[config.mk]
export PLATFORM = sky130hd
export DESIGN_NAME = lfsr_rng_arbiter
export DESIGN_NICKNAME = d
export VERILOG_FILES = /design/src/rtl/lfsr_rng_arbiter.sv
export SDC_FILE = /design/constraint.sdc
export NUM_CORES = 1
export LEC_CHECK = 0
export CORE_MARGIN = 2
export CORE_UTILIZATION = 53
export CTS_BUF_LIST = sky130_fd_sc_hd__clkbuf_2
export DETAILED_ROUTE_END_ITERATION = 10
export GPL_ROUTABILITY_DRIVEN = 0
export HOLD_SLACK_MARGIN = 0.1
export PLACE_DENSITY = 0.92
export SKIP_LAST_GASP = 1
export SLEW_MARGIN = 10
export SYNTH_ARGS = -nofsm -noshare
export SYNTH_HDL_FRONTEND = slang
export SYNTH_SLANG_ARGS = --single-unit
export TNS_END_PERCENT = 20
[constraint.sdc]
create_clock -name clk -period 2.2 [get_ports clk]
set_input_delay 0.44 -clock clk [delete_from_list [all_inputs] [get_ports clk]]
set_output_delay 0.44 -clock clk [all_outputs]
set_load 0.005 [all_outputs]
[src/rtl/lfsr_rng_arbiter.sv]
// Shared 32-bit Fibonacci LFSR random-number server: seeding, warm-up sequencing,
// and round-robin delivery of one distinct word per grant to N_REQ requesters.
module lfsr_rng_arbiter #(
    parameter int          N_REQ        = 4,
    parameter int          WARMUP       = 32,
    parameter logic [31:0] DEFAULT_SEED = 32'hACE1_0001
) (
    input  logic             clk,
    input  logic             rst_n,
    input  logic             seed_valid,
    input  logic [31:0]      seed,
    input  logic [N_REQ-1:0] req,
    output logic [N_REQ-1:0] gnt,
    output logic [31:0]      rnd,
    output logic             ready
);
    localparam int PW = (N_REQ > 1) ? $clog2(N_REQ) : 1;

    typedef enum logic {S_WARM, S_RUN} state_t;

    state_t            state, state_n;
    logic [31:0]       lfsr, lfsr_n, lfsr_step, rnd_n;
    logic [7:0]        cnt, cnt_n;
    logic [PW-1:0]     rr_ptr, rr_ptr_n, win_idx, cand;
    logic              win_found;
    logic [N_REQ-1:0]  elig, gnt_n;

    assign lfsr_step = {lfsr[30:0], lfsr[31] ^ lfsr[21] ^ lfsr[1] ^ lfsr[0]};

    // A requester granted last cycle sits out one round so a held req is not double-served.
    for (genvar i = 0; i < N_REQ; i++) begin : g_elig
        assign elig[i] = req[i] & ~gnt[i];
    end

    always_comb begin
        win_found = 1'b0;
        win_idx   = '0;
        cand      = '0;
        for (int k = 0; k < N_REQ; k++) begin
            cand = PW'((int'(rr_ptr) + k) % N_REQ);
            if (!win_found && elig[cand]) begin
                win_found = 1'b1;
                win_idx   = cand;
            end
        end
    end

    always_comb begin
        state_n  = state;
        lfsr_n   = lfsr;
        cnt_n    = cnt;
        rr_ptr_n = rr_ptr;
        gnt_n    = '0;
        rnd_n    = rnd;
        if (seed_valid) begin
            lfsr_n  = (seed == 32'h0) ? DEFAULT_SEED : seed;
            state_n = S_WARM;
            cnt_n   = 8'(WARMUP);
        end else begin
            case (state)
                S_WARM: begin
                    if (cnt == 8'd0) begin
                        state_n = S_RUN;
                    end else begin
                        lfsr_n = lfsr_step;
                        cnt_n  = cnt - 8'd1;
                    end
                end
                S_RUN: begin
                    lfsr_n = lfsr_step;
                    if (win_found) begin
                        gnt_n[win_idx] = 1'b1;
                        rnd_n          = lfsr;
                        rr_ptr_n       = (int'(win_idx) == N_REQ - 1) ? '0 : win_idx + 1'b1;
                    end
                end
                default: state_n = S_WARM;
            endcase
            // All-zero state is a fixed point of the LFSR; recover rather than lock up.
            if (lfsr == 32'h0) lfsr_n = DEFAULT_SEED;
        end
    end

    always_ff @(posedge clk or negedge rst_n) begin
        if (!rst_n) begin
            state  <= S_WARM;
            lfsr   <= DEFAULT_SEED;
            cnt    <= 8'(WARMUP);
            rr_ptr <= '0;
            gnt    <= '0;
            rnd    <= '0;
            ready  <= 1'b0;
        end else begin
            state  <= state_n;
            lfsr   <= lfsr_n;
            cnt    <= cnt_n;
            rr_ptr <= rr_ptr_n;
            gnt    <= gnt_n;
            rnd    <= rnd_n;
            ready  <= (state_n == S_RUN);
        end
    end

endmodule

==> impl_metrics.ini <==
[yosys]
synth_edf_count = 0
syn_area_sq_um = 3656
synth_top_cell_by_area = dfrtp_1
yosys_warnings = 0
yosysTopAreaCellShare_pct = 47.23
ys_seq_elements = 79
async_flop_share_pct = 100.0
synth-seq-area-share_pct = 54.41
syn_inst = 320
synth_nets = 365
synth_area_leaders = dfrtp_1, mux2_2, dfstp_2
postSynthAreaPerCell_sq_um = 11.43
yosysUniqueCellTypes = 43
ys.flop_type = dfrtp_1

[place]
io_buffer_count = 75
place_ws_ns = -0.2922
placed_cell_area_sq_um = 4684
post-dp-hpwl_microns = 6710
dp.cells = 493

[global_routing]
first_global_vias = 3246
antenna_found_initial = 0
grt.busiest_layer = met2
use_met1_pct = 33.10
gr-total-overflow = 0
grt_util_met3_pct = 5.308
grt_pass1_wl_microns = 15570
grt_max_degree = 41
grt_usage_pct = 26.75
use_met2_pct = 44.48

[status]
outcome = complete, no violations

[power]
power_frac_clock_pct = 17.2
power.total_mw = 5.180
p_per_area_nw_per_um2 = 1064
p_int_mw = 3.503
switching_share_pct = 32.37
p_leak_nw = 2.083
p_sw_mw = 1.677
ir_drop_mv = 0.5347
comb_power_share_pct = 36.6
seq_power_share_pct = 46.2

[cells_and_area]
fin_cells = 511
layout_commonest_cell = clkdlybuf4s50_1
multi_input_area_sq_um = 1563
fill_cells = 431
final_cell_mix = clkdlybuf4s50_1, dfrtp_1, nor2_1
finish.instance_area_sq_um = 4868
antenna_cells = 0
regArea_sq_um = 1989
nets = 471
final_layout_size_suffix_gt1_share_pct = 24.83
syn2layout_area_growth_pct = 33.16

[critical_path]
arrival_ns = 2.56
path_buf_inv = 1
reg2reg_depth = 6
startpoint_type = flip-flop
end_kind = flip-flop
path_cells = nor4_1 -> nand4_1 -> o2111a_2 -> buf_4 -> a221oi_1 -> nor2_1
crit_path_max_fanout = 20
regToRegStartpoint = lfsr[24]
crit_type = flip-flop to flip-flop
r2r_slack_ns = 0.09
crit_path_top_delay_cell = dfrtp_1
cpPeakStageDelay_ns = 0.46
r2r_end = lfsr[25]
crit_start = lfsr[24]
worstPathRequired_ns = 2.64
cp.depth = 6
crit_family = simple AND/OR/NAND/NOR gates

[cts]
cts_tree = built
cts_root_buf = clkbuf_2
clock_latency_ns = 0.55
clkTransAtPathRegs_ns = 0.21
cts_buffers = 9
cts_sinks = 79
cts_max_level = 3
cts_buffer_depth = 2

[sta]
hold_viol_final = 0
fmax_ghz = 0.4729
max-slew-margin-rel_pct = 64.30
tightest_slew_ns = 0.5354
whs_ns = 0.3651
fin_ws_ns = 0.08523
final-setup-viol-count = 0
min_period_ns = 2.115
fin_skew_ns = 0.01917
min_period_over_period_pct = 96.13
slew_viol_final = 0

[routing]
drc_errors = 0
via_per_inst = 6.145
drt_wl_total_microns = 9472
ant_nets = 0
routedWlPerCell_microns = 18.54
drtPass1Iterations = 5
vias = 3140
drt-initial-drc-count = 311

[floorplan]
core_sq_um = 6719
num_rows = 30
die_h_microns = 87.06
initial_core_util_pct = 54.41
ios = 76
die_w_microns = 87.06
dieArea_sq_um = 7579

[run]
maxCapViolations = 0

[worst_hold_path]
min_path_type = input pin to asynchronous set/reset pin
-- synth_stat cells, types with 4 or more instances --
cell and number:
a221oi_1 20, buf_6 5, clkbuf_1 5, dfrtp_1 69, dfstp_2 10, ha_1 6, inv_1 7, mux2_1 4
mux2_2 30, nand2_1 14, nand4_1 4, nor2_1 61, nor2b_1 5, nor4_1 16, o21ai_0 11, o22ai_1 10
xnor2_1 5, xor2_1 5
-- power groups by stage --
stage / Combinational [mW] / Clock, mW / Sequential (mW)
6_report: 1.90 / 0.890 / 2.39
5_1_grt: 2.08 / 0.967 / 2.46
4_1_cts: 1.89 / 0.896 / 2.38
3_5_place_dp: 1.87 / 0 / 2.40
3_3_place_gp: 1.79 / 0 / 2.37
2_1_floorplan: 0.941 / 0 / 2.33
-- state kept, by name, summed over array words and instances, names as in the netlist --
register	count
lfsr	32
rnd	32
cnt	8
gnt	4
rr_ptr	2
state	1
-- metal layers --
layer	wire (microns)	vias to the layer above
met5	0	-
met4	347	0
met3	659	37
met2	4842	180
met1	3622	1544
li1	-	1379
-- cell families after synthesis --
logic type               count (synthesis)  synth area share (%)
AND/OR/NAND/NOR                        111                 14.75
flip-flops                              79                 54.41
AO/OA/AOI/OAI                           57                 12.22
multiplexers                            34                 10.47
buffers and inverters                   23                 3.696
XOR/XNOR                                10                 2.396
adder cells (fa/ha/maj)                  6                 2.053
-- how the worst max path moves through the flow --
stage / slack (ns) / endpoint
6_report: 0.09 / lfsr[25]
5_1_grt: -0.01 / lfsr[19]
4_1_cts: 0.03 / lfsr[29]
3_3_place_gp: -0.19 / rr_ptr[1]
2_1_floorplan: 0.26 / rr_ptr[1]
3_5_place_dp: -0.29 / rr_ptr[1]
-- area by class of cell --
type                            instances  area share, %
Clock inverter                          6          1.748
Tap cell                               80          2.056
Clock buffer                           10          1.028
Inverter                                8         0.6168
Timing Repair Buffer                  110          21.59
Sequential cell                        79          40.86
Multi-Input combinational cell        218          32.10
-- metrics by stage --
stage / util, % / setup TNS, ns
final: 72.46 / 0
after CTS: 71.88 / 0
after detailed placement: 69.72 / -8.190
after floorplan: - / 0
after global routing: 72.46 / -0.01964
after global placement: 69.72 / -5.633
-- timing repair --
| item | in CTS | in global routing |
|---|---|---|
| hold buffers | 1 | 0 |
| buffers inserted | 0 | 1 |
| setup endpoints to repair | 0 | 24 |
| hold endpoints to repair | 36 | 0 |
| resized for setup | 0 | 5 |
Power figures use the tool's default switching activity.
